==> config.mk <==
export PLATFORM = sky130hd
export DESIGN_NAME = dmem_arbiter
export DESIGN_NICKNAME = d
export VERILOG_FILES = /design/src/rtl/dmem_arbiter.sv
export SDC_FILE = /design/constraint.sdc
export NUM_CORES = 1
export LEC_CHECK = 0
export BUFFER_PORTS_ARGS = -buffer_cell sky130_fd_sc_hd__buf_2
export CORE_AREA = 2 2 122 124
export CTS_BUF_LIST = sky130_fd_sc_hd__clkbuf_4 sky130_fd_sc_hd__clkbuf_8 sky130_fd_sc_hd__clkbuf_16
export DETAILED_ROUTE_END_ITERATION = 16
export DIE_AREA = 0 0 124 126
export GPL_TIMING_DRIVEN = 0
export MAX_ROUTING_LAYER = met4
export PLACE_DENSITY = 0.76
export SYNTH_ARGS = -nofsm -noshare
export SYNTH_HDL_FRONTEND = slang
export SYNTH_SLANG_ARGS = --single-unit
==> constraint.sdc <==
create_clock -name clk -period 2.9 [get_ports clk]
set_clock_uncertainty 0.1 [all_clocks]
set_input_delay 0.29 -clock clk [delete_from_list [all_inputs] [get_ports clk]]
set_output_delay 0.29 -clock clk [all_outputs]
set_load 0.02 [all_outputs]
==> src/rtl/dmem_arbiter.sv <==
// rtl/dmem_arbiter.sv - round-robin arbiter sharing one data memory port between core (C) and DMA/debug (D)
module dmem_arbiter #(
    parameter int DATA_WIDTH = 32,
    parameter int ADDR_WIDTH = 32,
    parameter bit CORE_FIRST = 1'b1
) (
    input  logic                  clk,
    input  logic                  rstn,
    input  logic                  c_req,
    input  logic                  c_we,
    input  logic [1:0]            c_mask,
    input  logic                  c_sext,
    input  logic [ADDR_WIDTH-1:0] c_addr,
    input  logic [DATA_WIDTH-1:0] c_wdata,
    output logic                  c_ready,
    output logic                  c_rvalid,
    output logic                  c_err,
    output logic [DATA_WIDTH-1:0] c_rdata,
    input  logic                  d_req,
    input  logic                  d_we,
    input  logic [1:0]            d_mask,
    input  logic                  d_sext,
    input  logic [ADDR_WIDTH-1:0] d_addr,
    input  logic [DATA_WIDTH-1:0] d_wdata,
    output logic                  d_ready,
    output logic                  d_rvalid,
    output logic                  d_err,
    output logic [DATA_WIDTH-1:0] d_rdata,
    output logic                  mem_write,
    output logic                  mem_read,
    output logic [1:0]            maskmode,
    output logic                  sext,
    output logic [ADDR_WIDTH-1:0] address,
    output logic [DATA_WIDTH-1:0] write_data,
    input  logic [DATA_WIDTH-1:0] read_data
);
    typedef enum logic [1:0] {IDLE = 2'd0, ACCESS = 2'd1, RESP = 2'd2} state_t;

    state_t                  state;
    logic                    prio_d;
    logic                    owner_d;
    logic                    bad_q;
    logic                    in_idle;
    logic                    grant_c;
    logic                    grant_d;
    logic                    g_we;
    logic                    g_sext;
    logic                    g_bad;
    logic [1:0]              g_mask;
    logic [ADDR_WIDTH-1:0]   g_addr;
    logic [DATA_WIDTH-1:0]   g_wdata;
    logic [DATA_WIDTH-1:0]   load_val;

    // prio_d=1 means D wins the next tie; ready is forced low while in reset
    assign in_idle = rstn & (state == IDLE);
    assign grant_c = in_idle & c_req & (~d_req | ~prio_d);
    assign grant_d = in_idle & d_req & (~c_req | prio_d);
    assign c_ready = grant_c;
    assign d_ready = grant_d;

    assign g_we    = grant_d ? d_we    : c_we;
    assign g_mask  = grant_d ? d_mask  : c_mask;
    assign g_sext  = grant_d ? d_sext  : c_sext;
    assign g_addr  = grant_d ? d_addr  : c_addr;
    assign g_wdata = grant_d ? d_wdata : c_wdata;
    assign g_bad   = (g_mask == 2'b11)
                   | ((g_mask == 2'b01) & g_addr[0])
                   | ((g_mask == 2'b10) & (g_addr[1:0] != 2'b00));

    assign load_val = mem_read ? read_data : '0;

    always_ff @(posedge clk or negedge rstn) begin
        if (!rstn) begin
            state      <= IDLE;
            prio_d     <= ~CORE_FIRST;
            owner_d    <= 1'b0;
            bad_q      <= 1'b0;
            mem_write  <= 1'b0;
            mem_read   <= 1'b0;
            maskmode   <= 2'b00;
            sext       <= 1'b0;
            address    <= '0;
            write_data <= '0;
            c_rvalid   <= 1'b0;
            d_rvalid   <= 1'b0;
            c_err      <= 1'b0;
            d_err      <= 1'b0;
            c_rdata    <= '0;
            d_rdata    <= '0;
        end else begin
            case (state)
                IDLE: begin
                    if (grant_c | grant_d) begin
                        owner_d    <= grant_d;
                        prio_d     <= grant_c;
                        bad_q      <= g_bad;
                        mem_write  <= g_we & ~g_bad;
                        mem_read   <= ~g_we & ~g_bad;
                        maskmode   <= g_mask;
                        sext       <= (g_mask == 2'b10) ? 1'b0 : g_sext;
                        address    <= g_addr;
                        write_data <= g_wdata;
                        state      <= ACCESS;
                    end
                end
                ACCESS: begin
                    mem_write  <= 1'b0;
                    mem_read   <= 1'b0;
                    maskmode   <= 2'b00;
                    sext       <= 1'b0;
                    address    <= '0;
                    write_data <= '0;
                    c_rvalid   <= ~owner_d;
                    d_rvalid   <= owner_d;
                    c_err      <= ~owner_d & bad_q;
                    d_err      <= owner_d & bad_q;
                    c_rdata    <= owner_d ? '0 : load_val;
                    d_rdata    <= owner_d ? load_val : '0;
                    state      <= RESP;
                end
                RESP: begin
                    c_rvalid <= 1'b0;
                    d_rvalid <= 1'b0;
                    c_err    <= 1'b0;
                    d_err    <= 1'b0;
                    c_rdata  <= '0;
                    d_rdata  <= '0;
                    state    <= IDLE;
                end
                default: state <= IDLE;
            endcase
        end
    end
endmodule

Word level (Yosys, flattened, before mapping):

Index checks and enable logic that the tools add are counted.

* bitwise logic cells: 22
* equal/unequal tests: 6
* mux-type cells: 29
* $lt $le $gt $ge: 0
* shifts and indexed selects: 0
* multipliers: 0
* reductions and logical operators: 6
* $add $sub $neg: 0
* divide/modulo/power cells: 0

Operators by type and width (number)
* $pmux W32 S2: 4
* $mux W32: 7
* $pmux W1 S2: 7
* $and A1 B1 Y1: 11
* $pmux W2 S2: 2
* $eq A2 B2 Y1 const B: 3
* $mux W1: 6
* $mux W2: 3
* $not A1 Y1: 6
* $reduce_bool A2 Y1: 3
* $or A1 B1 Y1: 5
* $eq A2 B1 Y1 const B: 2
* $reduce_and A2 Y1: 2
* $logic_not A2 Y1: 1
* $ne A2 B1 Y1 const B: 1

* bits of input ports: 172
* bits in read-only memories: 0
* memories: 0
* bits in latches: 0
* bits in writable memories: 0
* bits in registers: 142
* word-level logic and storage cells: 79

Longest topological paths before layout:

* word-level depth: 13
* gate-level depth with buffers: 8
* gate-level depth less buffers: 6

Worst setup path after synthesis:

No wires, ideal clock.

* path type: reg-to-reg
* start: register state[0]
* end: register c_rdata[16]
* setup time: 0.083 ns
* stages on the path, launching flop included: 8
* period minus slack after synthesis: 1.893 ns
* arrival time: 1.710 ns
* path slack: 1.007 ns
* path through: dfrtp_1 inv_1 ha_1 buf_2 or3b_2 clkbuf_1 clkbuf_1 o22ai_1

* cells in the longest elaborated chain, start to end: 2
* elaborated cells between the ends (all ways): 4
* classes of those cells: eq/ne (2); mux (1); reduce/logical (1)

RTL lines
* from (decl): RTL line 39 `state_t state;`
* from (signal assigned): RTL line 74 `state <= IDLE;`
* from (signal assigned): RTL line 103 `state <= ACCESS;`
* from (signal assigned): RTL line 119 `state <= RESP;`
* $eq A2 B2 Y1 / $eq A2 B1 Y1 (equally long branches): RTL line 91 `case (state)`
* $pmux W32 S2 / $reduce_bool A2 Y1 (equally long branches)
* to (signal assigned): RTL line 117 `c_rdata <= owner_d ? '0 : load_val;`
* to (decl): RTL line 18 `output logic [DATA_WIDTH-1:0] c_rdata,`

Several ways; a longest one is shown, not always the timed one.
A chain may end at the register's enable or synchronous reset.

Worst setup path after layout:

* start: input rstn
* end: output d_ready

* cells in the longest elaborated chain, start to end: 3

RTL lines
* from (decl): RTL line 8 `input logic rstn,`
* $and A1 B1 Y1: RTL line 55 `assign in_idle = rstn & (state == IDLE);`
* $and A1 B1 Y1 (2 in a row): RTL line 57 `assign grant_d = in_idle & d_req & (~c_req | prio_d);`
* to (decl): RTL line 25 `output logic d_ready,`

Every way passes these cells.

==> results.txt <==
Tcrit/Tclk final: 88.0%
Vias per inst: 4.87
Initial antenna violation count: 1
Post-DR wirelength/cell: 15.9 um
Vias in the first global route: 5459
Via Count: 5484
Longest Clk Path Bufs: 2
First-pass GRT wire length: 27500 um
Post-route ant nets: 0
Switch Pwr: 3.37 mW
Pre-CTS WS: 0.590 ns
Row count: 44
Synth Warn #: 0
Synthesized flop and latch total: 142
Combinational Power Share: 40.2%
Fin nets: 1104
Drt drc: 0
Core Area: 0.0143 mm^2
Multi-input logic area: 0.00207 mm^2
Final total power: 8.12 mW
Total gr overflow: 0
Clock tree root driver cell: clkbuf_16
Clock transition at path regs: 0.06 ns
Die area: 0.0156 mm^2
Synth Cell Area: 0.00610 mm^2
Post-Synthesis Cells: 597
Fmax: 392 MHz
I/O Pins: 311
Worst-skew pair later-pin latency: 0.42 ns
Internal: 4.75 mW
Die width: 124 um
Share of cells above drive strength 1: 38.6%
Setup CP Type: in -> out
Sw Ratio: 41.5%
Syn Nets: 773
Final setup vio count: 0
Power density cells: 955 mW/mm^2
Arr. time, crit path: 2.16 ns
Die height: 126 um
Sequential area share after synthesis: 58.3%
Overall Global Routing Usage: 23.7%
Synth area leader: dfrtp_1
Area delta synth->final: 39.3%
RSZ-0062 raised after global routing: no
Final slew viol count: 0
Worst IR Drop VDD: 0.511 mV
Max_cap viols: 0
Slew @ Worst Pin: 0.580 ns
Pre-antenna DRT Iters: 4
Sequential share of power: 34.1%
Post-synthesis cell type count: 30
Worst rel slew slack: 61.4%
Status: finished clean
Crit end category: output port
H-tree level count: 4
Final GP Congestion: 0.827
CTS tree: built
Largest net degree at the start of global routing: 85
DP HPWL: 13600 um
Final WS setup: 0.347 ns
Port bufs: 310
Post_cts resized: 0
Initial Utilization: 42.6%
Initial DRC count: 276
Clock net sink count: 142
Syn avg cell area: 10.2 um^2
Sequential Area: 0.00355 mm^2
Worst min path class: in -> reg
Total wire length: 17900 um
Peak fanout along the critical path: 62
Minimum clock period after layout: 2.55 ns
Total CTS buffers: 17
Worst setup SP type: primary input
Clk pwr share: 25.7%
Leak: 4.78 nW
Yosys top cell area share: 58.3%
Final hold violations: 0
Top post-synthesis cells by area: dfrtp_1 (58%), mux2i_1 (11%), o22ai_1 (6.8%)
Req. time, crit path: 2.51 ns
# fillers: 1301
-- registers in the layout, summed over array words and instances, names as in the netlist, 2 cells and up --
register / cells
d_rdata: 32
write_data: 32
c_rdata: 32
maskmode: 2
state: 2
address: 32
-- synthesized netlist by cell type --
cell / n
a21boi_2: 1
a21o_1: 1
a21oi_1: 2
a221o_1: 2
and4_1: 1
buf_2: 6
buf_4: 6
buf_6: 1
clkbuf_1: 28
dfrtp_1: 142
ha_1: 4
inv_1: 75
inv_2: 1
mux2_2: 1
mux2i_1: 67
nand2_1: 106
nand2b_1: 1
nand3b_1: 1
nand4_1: 1
nor2_1: 2
nor3_1: 2
nor3_2: 1
nor4_1: 1
nor4b_2: 1
o211ai_2: 1
o21ai_0: 66
o21ai_1: 8
o22ai_1: 66
or2_1: 1
or3b_2: 1
-- critical path, cell delays in order --
cell	delay, ns
dlygate4sd3_1	0.55
buf_6	0.46
nand4_1	0.36
inv_2	0.26
buf_2	0.20
-- final timing paths --
| check | cells after the start | slack [ns] | start | to |
|---|---|---|---|---|
| setup / recovery | 5 | 0.35 | rstn | d_ready |
| hold / removal | 2 | 0.03 | d_we | mem_write |
| setup reg to reg | 7 | 0.65 | state[0] | c_rvalid |
| hold reg to reg | 2 | 0.37 | maskmode[1] | maskmode[1] |
| max in group asynchronous | 3 | 1.54 | rstn | address[20] |
| min in group asynchronous | 2 | 0.32 | rstn | d_rdata[10] |
-- through the flow --
step           setup TNS (ns)  util [%]  hold WS (ns)  cell area, um^2  std cells
6_report                    0      59.4        0.0263             8500       1126
5_1_grt                     0      59.4        0.0215             8500       1126
4_1_cts                     0      59.3       0.00905             8490       1125
3_5_place_dp                0      55.3         0.205             7910       1092
3_3_place_gp          -218.38      55.0         0.357             7880       1091
2_1_floorplan               0         -        -0.106             6100        597
-- cell families (layout without fill, tap and decap cells) --
kind of cell | Yosys count | in the layout | share of synthesized area [%]
buffers and inverters | 117 | 461 | 7.82
AO/OA/AOI/OAI | 147 | 147 | 13.9
multiplexers | 68 | 68 | 11.2
flip-flops | 142 | 142 | 58.3
AND/OR/NAND/NOR | 119 | 119 | 8.04
other | 0 | 1 | 0
adder cells (fa/ha/maj) | 4 | 4 | 0.821
-- final cells by class --
type	count	area share (%)
antenna	1	0.0295
buffer	41	2.25
clock buffer	20	5.42
clock inverter	12	1.30
inverter	76	3.36
multi-input combinational	338	24.3
sequential	142	41.8
tap	184	2.71
timing repair buffer	312	18.8
-- cells in the final DEF (no fill, tap or decap), types with 2 or more instances in the layout --
master,synthesis,final
inv_1,75,75
buf_6,1,2
buf_2,6,315
nor3_1,2,2
clkinv_2,0,3
inv_6,0,3
a21oi_1,2,2
o21ai_1,8,8
o21ai_0,66,66
clkbuf_16,0,17
a221o_1,2,2
nand2_1,106,106
dfrtp_1,142,142
clkbuf_8,0,2
buf_4,6,6
clkbuf_1,28,28
nor2_1,2,2
o22ai_1,66,66
clkinvlp_4,0,4
ha_1,4,4
mux2i_1,67,67
-- metal layers --
| layer | global-route usage, % | wire length (um) |
|---|---|---|
| met5 | - | 0 |
| met4 | 8.20 | 350 |
| met3 | 4.85 | 1170 |
| met2 | 40.9 | 9110 |
| met1 | 27.1 | 7270 |
-- power groups by stage --
stage	clock [mW]	combinational, mW	sequential [mW]
final	2.09	3.26	2.77
after global routing	2.21	3.58	2.83
after CTS	2.12	3.31	2.77
after detailed placement	0	3.30	2.79
after global placement	0	3.23	2.78
after floorplan	0	1.45	3.36
-- timing repair --
action,4_1_cts,5_1_grt
endpoints found under the hold margin,58,0
buffers inserted,0,0
setup endpoints to repair,0,0
hold buffers,1,0
(Power assumes the default switching activity.)
